## config.mk

```make
export PLATFORM = sky130hd
export DESIGN_NAME = matrix_scan_reader
export DESIGN_NICKNAME = d
export VERILOG_FILES = /design/src/rtl/matrix_scan_reader.sv
export SDC_FILE = /design/constraint.sdc
export NUM_CORES = 1
export LEC_CHECK = 0
export ABC_CLOCK_PERIOD_IN_PS = 9600
export BUFFER_PORTS_ARGS = -buffer_cell sky130_fd_sc_hd__buf_2
export CAP_MARGIN = 20
export CORE_AREA = 5 5 332 334
export CTS_BUF_LIST = sky130_fd_sc_hd__clkbuf_2
export CTS_CLUSTER_DIAMETER = 50
export CTS_CLUSTER_SIZE = 8
export DETAILED_ROUTE_END_ITERATION = 10
export DIE_AREA = 0 0 337 339
export SLEW_MARGIN = 40
export SYNTH_ARGS = -nofsm -noshare
export SYNTH_HDL_FRONTEND = slang
export SYNTH_SLANG_ARGS = --single-unit
```

## constraint.sdc

```tcl
create_clock -name clk -period 9.6 [get_ports clk]
set_input_delay 2.88 -clock clk [delete_from_list [all_inputs] [get_ports clk]]
set_output_delay 2.88 -clock clk [all_outputs]
set_load 0.005 [all_outputs]
```

## src/rtl/matrix_scan_reader.sv

```systemverilog
// rtl/matrix_scan_reader.sv - LED matrix frame-buffer read sequencer with ping-pong line buffer (optional MATRIX_SCAN_READER_CONTINUOUS_EN)
module matrix_scan_reader #(
    parameter int ADDRESS_WIDTH   = 25,
    parameter int ROW_BYTES       = 64,
    parameter int ROWS            = 32,
    parameter int MAX_OUTSTANDING = 8
) (
    input  logic                          clk,
    input  logic                          reset,
    input  logic                          frame_start,
    input  logic [ADDRESS_WIDTH-1:0]      base_address,
`ifdef MATRIX_SCAN_READER_CONTINUOUS_EN
    input  logic                          continuous,
`endif
    output logic [ADDRESS_WIDTH-1:0]      address,
    output logic                          wr,
    output logic                          data_in_ready,
    input  logic                          fifo_full,
    input  logic [7:0]                    data_out,
    input  logic                          data_out_ready,
    input  logic [$clog2(ROW_BYTES)-1:0]  line_rd_addr,
    output logic [7:0]                    line_rd_data,
    output logic                          line_valid,
    output logic [$clog2(ROWS)-1:0]       line_row,
    input  logic                          line_consume,
    output logic                          frame_done,
    output logic                          busy
);

    localparam int CW = $clog2(ROW_BYTES + 1);
    localparam int LA = $clog2(ROW_BYTES);
    localparam int RW = $clog2(ROWS);
    localparam int unsigned MAXO = MAX_OUTSTANDING;

    typedef enum logic [1:0] {
        S_IDLE,
        S_FETCH,
        S_HANDOFF
    } state_t;

    state_t                   state_q, state_d;
    logic [ADDRESS_WIDTH-1:0] addr_q, addr_d;
    logic [CW-1:0]            req_q, req_d;
    logic [CW-1:0]            rcv_q, rcv_d;
    logic [RW-1:0]            row_q, row_d;
    logic                     wb_q, wb_d;
    logic                     line_valid_q, line_valid_d;
    logic [RW-1:0]            line_row_q, line_row_d;
    logic                     frame_done_q, frame_done_d;
    logic                     issue;
    logic                     accept;
    logic                     cont;
    logic [CW-1:0]            outstanding;
    logic [7:0]               bank_q [2][ROW_BYTES];

`ifdef MATRIX_SCAN_READER_CONTINUOUS_EN
    assign cont = continuous;
`else
    assign cont = 1'b0;
`endif

    // Returns arrive in issue order, so reads in flight is simply issued minus received.
    assign outstanding   = req_q - rcv_q;
    assign address       = addr_q;
    assign wr            = 1'b0;
    assign data_in_ready = issue;
    assign line_valid    = line_valid_q;
    assign line_row      = line_row_q;
    assign frame_done    = frame_done_q;
    assign busy          = (state_q != S_IDLE);
    assign line_rd_data  = bank_q[~wb_q][line_rd_addr];

    // Next-state logic: request issue, return collection, and row handover to the driver.
    always_comb begin
        state_d      = state_q;
        addr_d       = addr_q;
        req_d        = req_q;
        rcv_d        = rcv_q;
        row_d        = row_q;
        wb_d         = wb_q;
        line_valid_d = line_valid_q;
        line_row_d   = line_row_q;
        frame_done_d = 1'b0;
        issue        = 1'b0;
        accept       = 1'b0;
        // A consume releases the displayed bank; a swap below re-fills it in the same cycle.
        if (line_consume) begin
            line_valid_d = 1'b0;
        end
        case (state_q)
            S_IDLE: begin
                if (frame_start) begin
                    addr_d  = base_address;
                    req_d   = '0;
                    rcv_d   = '0;
                    row_d   = '0;
                    state_d = S_FETCH;
                end
            end
            S_FETCH: begin
                issue  = !fifo_full && (32'(outstanding) < MAXO) && (req_q < CW'(ROW_BYTES));
                // Guarding on rcv != req keeps a stray strobe from underflowing the count.
                accept = data_out_ready && (rcv_q != req_q);
                if (issue) begin
                    addr_d = addr_q + ADDRESS_WIDTH'(1);
                    req_d  = req_q + CW'(1);
                end
                if (accept) begin
                    rcv_d = rcv_q + CW'(1);
                end
                if (rcv_d == CW'(ROW_BYTES)) begin
                    state_d = S_HANDOFF;
                end
            end
            S_HANDOFF: begin
                if (!line_valid_q || line_consume) begin
                    wb_d         = ~wb_q;
                    line_valid_d = 1'b1;
                    line_row_d   = row_q;
                    row_d        = row_q + RW'(1);
                    req_d        = '0;
                    rcv_d        = '0;
                    state_d      = S_FETCH;
                    if (row_q == RW'(ROWS - 1)) begin
                        frame_done_d = 1'b1;
                        row_d        = '0;
                        if (cont) begin
                            addr_d = base_address;
                        end else begin
                            state_d = S_IDLE;
                        end
                    end
                end
            end
            default: state_d = S_IDLE;
        endcase
    end

    // State and control registers; addr_q is the running row accumulator (base + row offset + req).
    always_ff @(posedge clk or posedge reset) begin
        if (reset) begin
            state_q      <= S_IDLE;
            addr_q       <= '0;
            req_q        <= '0;
            rcv_q        <= '0;
            row_q        <= '0;
            wb_q         <= 1'b0;
            line_valid_q <= 1'b0;
            line_row_q   <= '0;
            frame_done_q <= 1'b0;
        end else begin
            state_q      <= state_d;
            addr_q       <= addr_d;
            req_q        <= req_d;
            rcv_q        <= rcv_d;
            row_q        <= row_d;
            wb_q         <= wb_d;
            line_valid_q <= line_valid_d;
            line_row_q   <= line_row_d;
            frame_done_q <= frame_done_d;
        end
    end

    // Ping-pong line storage; returned bytes land in the write bank at the receive index.
    always_ff @(posedge clk) begin
        if (accept) begin
            bank_q[wb_q][rcv_q[LA-1:0]] <= data_out;
        end
    end

endmodule
```

# Yosys cells after proc, flatten, opt, wreduce, memory -nomap -nowiden
# Memories as Yosys holds them, arrays and structs flattened.
# Index checks and enable logic that the tools add are counted.
dict set report classes {
  n_addsub 5
  n_lt_le_gt_ge 5
  n_eq_ne 9
  n_mux 34
  bitwise_logic 3
  reduce_logical 18
}
# op count
set op_table {}
lappend op_table {{two-way mux 512 bit} 1}
lappend op_table {{two-way mux 25 bit} 2}
lappend op_table {{one-hot mux 25 bit (2 select lines)} 1}
lappend op_table {{binary-select mux 8 bit (select 6 bit)} 1}
lappend op_table {{demux 8 bit (select 6 bit)} 1}
lappend op_table {{one-hot mux 7 bit (3 select lines)} 2}
lappend op_table {{two-way mux 7 bit} 5}
lappend op_table {{adder 25 x 1 -> 25 bit (second input constant)} 1}
lappend op_table {{two-way mux 8 bit} 3}
lappend op_table {{two-way mux 5 bit} 3}
lappend op_table {{adder 7 x 1 -> 7 bit (second input constant)} 2}
lappend op_table {{>= comparator 7 bit (second input constant)} 2}
lappend op_table {{NOT 6 -> 7 bit} 2}
lappend op_table {{AND reduction 3 bit} 4}
lappend op_table {{two-way mux 1 bit} 10}
lappend op_table {{one-hot mux 5 bit (2 select lines)} 1}
lappend op_table {{!= test 2 bit (second input constant)} 4}
lappend op_table {{== test 7 bit (second input constant)} 1}
lappend op_table {{less-than comparator 7 x 1 -> 1 bit (second input constant)} 1}
lappend op_table {{less-than comparator 7 x 4 -> 1 bit (second input constant)} 1}
lappend op_table {{less-than comparator 7 bit (second input constant)} 1}
lappend op_table {{!= test 7 bit} 1}
lappend op_table {{subtractor 7 bit} 1}
lappend op_table {{two-way mux 2 bit} 3}
lappend op_table {{other kinds (14)} 20}
dict set report totals {
  register_bits 54
  ram_bits 1024
  in_bits 45
  out_inout_bits 43
  elab_cells 84
  n_memories 1
}
# memory depth word_bits read_ports rd_clocked_by_memory_dff wr line_no
set memory_table {}
lappend memory_table {bank_q 2 512 1 0 1 54} ;# logic [7:0] bank_q [2][ROW_BYTES];

# Depth between registers and ports, before layout
# Gate-level depths: netlist (run 1).
dict set report depth {
  word_depth 7
  mapped_depth 12
  mapped_depth_nobuf 9
}

# Worst setup path after synthesis (run 1)
# Ideal clock, no wire load.
dict set report synth_timing {
  path_kind {input -> output}
  start {input line_rd_addr[1]}
  end {output line_rd_data[0]}
  arrival_time_ns 4.620
  t_required_ns 6.720
  path_slack_ns 2.100
  cell_stages 7
  n_path_buf 3
  path_cell_list {buf_4 buf_2 clkbuf_1 mux4_2 mux4_2 o211ai_1 nand3_1}
}
dict set report synth_between {
  elab_chain_cells 4
}
# element line_no
set synth_rtl {}
lappend synth_rtl {{start, declared} 21} ;# input logic [$clog2(ROW_BYTES)-1:0] line_rd_addr,
lappend synth_rtl {{NOT 6 -> 7 bit} 71} ;# assign line_rd_data = bank_q[~wb_q][line_rd_addr];
lappend synth_rtl {{binary-select mux 8 bit (select 6 bit)} 71}
lappend synth_rtl {{two-way mux 8 bit (not written as such) (2 in series)} 71}
lappend synth_rtl {{end, declared} 22} ;# output logic [7:0] line_rd_data,
# Every way passes these cells. The select of a mux whose other input is x is not followed.

# Final worst setup path (run 1)
dict set report layout_timing {
  start {input line_rd_addr[1]}
  end {output line_rd_data[7]}
}
# The elaborated chain is that of the path after synthesis.

==> results of run 1 <==
sequential cells by signal, summed over array words and instances (netlist names):
register and flops:
line_row 5, line_valid 1, wb_q 1, address 25, state_q 2, rcv_q 7
row_q 5, bank_q 1024, frame_done 1, req_q 7
power by group:
group	leakage (nW)	switching, W	internal [W]
Combinational	3.69	0.00116	0.000821
Clock	0.794	0.00151	0.000557
Sequential	9.86	0.0000940	0.00525
final cells by class:
cell class | count | area [um2] | area share [%]
clock buffers | 171 | 856 | 1.83
inverters | 21 | 91.3 | 0.195
repair buffers | 121 | 897 | 1.92
diodes | 6 | 15.0 | 0.0321
flip-flops and latches | 1078 | 32100 | 68.7
clock inverters | 19 | 175 | 0.375
multi-input cells | 975 | 10800 | 23.2
well taps | 1403 | 1760 | 3.76
kinds of logic after synthesis:
| group | share of synthesized area [%] |
|---|---|
| adders and majority gates | 0.316 |
| xor gates and xnor gates | 0.101 |
| and+or+nand+nor | 4.47 |
| other | 0.00862 |
| DFF | 73.8 |
| muxes | 15.6 |
| buffers and inverters | 1.73 |
| AOI/OAI and AO/OA | 3.95 |
metrics by stage:
stage          utilization, %  hold slack, ns
2_1_floorplan               -           0.463
3_3_place_gp             42.6           0.487
3_5_place_dp             42.7           0.495
4_1_cts                  43.7           0.541
5_1_grt                  43.8           0.559
6_report                 43.8           0.531
metal layers:
metal | routed length [um] | vias to the layer above | global-route usage [%]
met1 | 42900 | 11600 | 24.7
met4 | 2670 | 2 | 5.32
met3 | 7500 | 175 | 4.46
met2 | 49100 | 827 | 28.4
li1 | - | 9378 | -
met5 | 12 | - | 0
worst max-delay path: stages:
cell	delay [ns]
buf_8	0.27
buf_4	0.44
mux4_2	0.37
mux4_2	0.50
nor2_1	0.11
a21oi_1	0.09
a31oi_1	0.50
nand3_1	0.26
buf_2	0.19
how the worst min path moves through the flow:
stage / slack [ns] / startpoint / cells past startpoint / to
6_report: 0.53 / line_row[2] / 1 / line_row[2]
5_1_grt: 0.56 / line_row[2] / 1 / line_row[2]
3_3_place_gp: 0.49 / line_row[3] / 1 / line_row[3]
4_1_cts: 0.54 / line_row[2] / 1 / line_row[2]
3_5_place_dp: 0.49 / line_row[3] / 1 / line_row[3]
2_1_floorplan: 0.46 / row_q[4] / 2 / row_q[4]
layout by cell type, fill, tap and decap left out, types with 6 or more instances in the layout:
master / n
a2111oi_0: 23
a211oi_1: 28
a21oi_1: 46
a221oi_2: 7
a22oi_1: 10
a31oi_1: 10
buf_12: 10
buf_2: 76
buf_4: 26
buf_6: 7
clkbuf_2: 171
dfrtp_1: 53
diode_2: 6
edfxtp_1: 1024
ha_1: 11
inv_1: 19
inv_2: 8
mux2i_1: 41
mux4_2: 280
nand2_1: 72
nand2_2: 8
nand3_1: 41
nand4_1: 19
nor2_1: 100
nor2_2: 68
nor2b_1: 46
nor3_1: 13
nor4_1: 6
o211ai_1: 18
o21ai_0: 25
o221ai_2: 15
o22ai_1: 7
==> results.yml, run 1 <==
synthesis:
  synth_top_area_share_pct: 70.7
  synth_area_leader_cell: "edfxtp_1"
  ys_top_cells_by_count: "edfxtp_1 (1024), mux4_2 (280), nor2_1 (168), nand2_1 (78)"
  synth-seq-area-share_pct: 73.8
  synth_edf_count: 1024
  syn_inst: 2200
  synth_area_leaders: "edfxtp_1 (71%), mux4_2 (15%), dfrtp_1 (3.1%)"
  ys.flop_type: "edfxtp_1"
  synth-warning-count: 0
  synth.most_common_cell: "edfxtp_1"
  synthArstFlopShare_pct: 5.01
  syn_area_per_cell_um2: 19.8
  netlist_area_mm2: 0.0435
  synth_cell_types: 72
  syn_nets: 2256
  synth_seq_cells: 1078
setup_path:
  cp-startpoint: "line_rd_addr[1]"
  ff2ff_setup_slack_ns: 5.77
  cp-end-kind: "output port"
  r2r-end: "bank_q[0][18]"
  critPathRequiredTime_ns: 6.72
  crit_end: "line_rd_data[7]"
  r2r_cells: 8
  criticalPathCategory: "in2out"
  crit_arrival_ns: 5.68
  r2r_start: "rcv_q[5]"
  crit_path_start_kind: "input port"
  worst-path-max-fanout: 44
layout:
  synthToLayoutAreaGrowth_pct: 7.43
  nets: 2408
  fill_cells: 9227
  drive_above_1_share_pct: 29.9
  instances_no_fill: 3794
  fin_area_mm2: 0.0467
clock_tree:
  ctsHoldBuffers: 0
  clkTransAtPathRegs_ns: 0.16
  cts_tree: "done"
  cts_setup_buffers: 0
  cts-root-buf: "clkbuf_2"
  clk_latency_ns: 1.34
  cts_buffers: 155
  clkSinkCount: 1078
  cts-resized-gates: 0
  htree_num_levels: 4
  clock_path_buffers: 3
global_routing:
  track_usage_pct: 17.9
  grt_max_degree: 90
  gr-total-overflow: 0
  antenna_found_initial: 5
  grt_first_pass_wirelength_um: 152000
  grt_pass1_vias: 22700
sta:
  rsz0062_at_grt: "no"
  fin_skew_ns: 0.0979
  worstMarginPinSlew_ns: 0.868
  slew_violations: 0
  tns_ns: 0
  period_needed_ns: 8.56
  setup_ws_ns: 1.04
  setup-violations-final: 0
  slew_headroom_pct: 42.0
  period_share_pct: 89.1
  max_freq_ghz: 0.117
  finalHoldViolCount: 0
placement:
  dp_cells: 3595
  io_buffers: 86
  post_dp_cell_area_mm2: 0.0455
  place_hpwl_um: 61500
  place_ws_ns: 0.978
  gp_congestion: 0.832
floorplan:
  initial_core_util_pct: 40.8
  coreArea_mm2: 0.107
  fp.dieH_um: 339
  die_x_um: 337
  num_rows: 120
  die_area_mm2: 0.114
  io_pins: 88
detailed_routing:
  drtIter0Drc: 1816
  wl_um: 102000
  dr.pass1.iters: 5
  remaining_drc_errors: 0
  ant_nets: 0
  post_drt_wl_per_cell_um: 27.0
  drt-vias-per-instance: 5.80
  num_vias: 22000
job:
  maxCapViolations: 0
pwr:
  p_leak_nw: 14.3
  peakVddDrop_uv: 122
  p_per_area_mw_per_mm2: 201
  power_w: 0.00939
min_path:
  hp-class: "reg2reg"
run_status:
  status: "finished clean"
(Power assumes the default switching activity.)
==> inputs of run 2 (changes only) <==
--- a/config.mk
+++ b/config.mk
@@ -11,7 +11,6 @@
 export CORE_AREA = 5 5 332 334
 export CTS_BUF_LIST = sky130_fd_sc_hd__clkbuf_2
 export CTS_CLUSTER_DIAMETER = 50
-export CTS_CLUSTER_SIZE = 8
 export DETAILED_ROUTE_END_ITERATION = 10
 export DIE_AREA = 0 0 337 339
 export SLEW_MARGIN = 40
==> constraint.sdc (replaced) <==
create_clock -name clk -period 9.6 [get_ports clk]
set_input_delay 1.44 -clock clk [delete_from_list [all_inputs] [get_ports clk]]
set_output_delay 1.44 -clock clk [all_outputs]
set_load 0.005 [all_outputs]
==> run 2 against run 1 <==
Critical path type is now reg2out. Sequential power about the same. Non-clock buffer count fell by 7. Global-route usage up 0.11 points. Register-to-register slack lost 0.22 ns. Final cell count rose by 6.8%. Sequential share of layout area decreased by 1.8 points. Design area is 2.7% higher. First-iteration DRC count grew 14%. Die area unchanged. Largest cell class unchanged. Worst hold slack got worse by 0.25 ns.
==> results.yml, run 2 (synthesis gave the netlist of run 1 again) <==
run_status:
  status: "finished clean"
detailed_routing:
  drt-vias-per-instance: 5.61
  remaining_drc_errors: 0
  wl_um: 103000
  dr.pass1.iters: 5
  drtIter0Drc: 2064
  post_drt_wl_per_cell_um: 25.4
  ant_nets: 0
  num_vias: 22700
floorplan:
  die_x_um: 337
  coreArea_mm2: 0.107
  initial_core_util_pct: 40.8
  io_pins: 88
  die_area_mm2: 0.114
  fp.dieH_um: 339
  num_rows: 120
clock_tree:
  cts-root-buf: "clkbuf_2"
  htree_num_levels: 5
  clkTransAtPathRegs_ns: 0.10
  cts_tree: "done"
  clk_latency_ns: 1.43
  clock_path_buffers: 4
  cts_buffers: 291
  clkSinkCount: 1078
  cts-resized-gates: 0
  cts_setup_buffers: 0
  ctsHoldBuffers: 0
setup_path:
  crit_path_cell_trace: "buf_4 -> mux4_2 -> a2111oi_0 -> a2111oi_0 -> a31oi_1 -> nand3_1 -> buf_2"
  criticalPathCategory: "reg2out"
  crit_path_start_kind: "register"
  worst-path-max-fanout: 38
  cp_slowest_cell: "dfrtp_4"
  critPathRequiredTime_ns: 8.16
  r2r_cells: 8
  crit_arrival_ns: 5.39
  crit_top_cell: "a2111oi_0"
  slowest_delay_ns: 0.79
  cp-end-kind: "output port"
placement:
  gp_congestion: 0.835
  io_buffers: 86
  place_hpwl_um: 61600
global_routing:
  grt_first_pass_wirelength_um: 153000
  gr-total-overflow: 0
  antenna_found_initial: 4
  grt_pass1_vias: 24000
  grt_max_degree: 113
  track_usage_pct: 18.0
pwr:
  p_per_area_mw_per_mm2: 215
  peakVddDrop_uv: 135
  p_leak_nw: 15.3
sta:
  period_needed_ns: 6.83
  tns_ns: 0
  slew_headroom_pct: 41.5
  fin_skew_ns: 0.119
  rsz0062_at_grt: "no"
  max_freq_ghz: 0.146
  slew_violations: 0
  finalHoldViolCount: 0
  fin_hold_ws_ns: 0.281
  worstMarginPinSlew_ns: 0.856
  period_share_pct: 71.1
  setup-violations-final: 0
layout:
  layout.cells.most_common: "edfxtp_1"
  final_cell_mix: "edfxtp_1 (1024), clkbuf_2 (398), mux4_2 (280), nor2_2 (90), nor2_1 (78)"
  drive_above_1_share_pct: 36.1
  synthToLayoutAreaGrowth_pct: 10.3
  nets: 2537
  largest_reg_flops: 1024
min_path:
  hp-class: "in2async"
job:
  maxCapViolations: 0
[run 2: changes by cell type in the layout (fill, tap and decap cells not counted), sizes merged]
cell | previous run | this run
buf | 121 | 114
bufinv | 3 | 4
clkbuf | 171 | 398
clkinv | 5 | 49
clkinvlp | 5 | 1
diode | 6 | 5
inv | 27 | 25
[run 2: critical path: cells and delay by family (launching register included)]
kind,cells,cell delay (ns)
AND/OR/NAND/NOR,1,0.30
buffers and inverters,2,0.90
AO/OA/AOI/OAI,3,1.45
multiplexers,1,0.58
flip-flops,1,0.79
[run 2: routing by layer]
| layer | up-vias | global-route usage (%) | share of wire (%) |
|---|---|---|---|
| met3 | 153 | 4.36 | 6.7 |
| li1 | 9818 | - | - |
| met4 | 2 | 6.03 | 1.7 |
| met2 | 887 | 28.9 | 50 |
| met5 | - | 0 | 0.019 |
| met1 | 11900 | 24.4 | 42 |
[run 2: cell type report]
cell class / count / area (um2)
Clock inverter: 58 / 334
Antenna cell: 5 / 12.5
Timing Repair Buffer: 114 / 785
Tap cell: 1403 / 1760
Fill cell: 9196 / 58600
Multi-Input combinational cell: 975 / 10900
Sequential cell: 1078 / 32100
Inverter: 21 / 91.3
Clock buffer: 398 / 1990
[run 2: final timing paths]
check / from / end / slack [ns]
max: wb_q / line_rd_data[7] / 2.77
min: reset / req_q[4] / 0.28
max reg2reg: rcv_q[5] / bank_q[1][373] / 5.55
min reg2reg: line_row[0] / line_row[0] / 0.52
max in group asynchronous: reset / wb_q / 8.80
min in group clk: base_address[0] / address[0] / 0.43
[run 2: metrics by stage]
| step | std cells | util (%) | power, W | cell area, um2 | worst slack (ns) |
|---|---|---|---|---|---|
| floorplan | 2200 | - | 0.00684 | 43500 | 4.98 |
| global placement | 3588 | 42.5 | 0.00735 | 45300 | 3.42 |
| detailed placement | 3591 | 42.7 | 0.00744 | 45500 | 3.77 |
| CTS | 4047 | 44.9 | 0.0104 | 47800 | 2.42 |
| global route | 4051 | 45.0 | 0.0108 | 48000 | 2.42 |
| finish | 4052 | 45.0 | 0.0103 | 48000 | 2.77 |
[run 2: power breakdown]
part | switching, W | total [W] | internal [W] | leakage, nW
Clock | 0.00178 | 0.00299 | 0.00121 | 1.82
Combinational | 0.00116 | 0.00197 | 0.000816 | 3.63
Sequential | 0.000104 | 0.00535 | 0.00525 | 9.86
Total | 0.00304 | 0.0103 | 0.00727 | 15.3
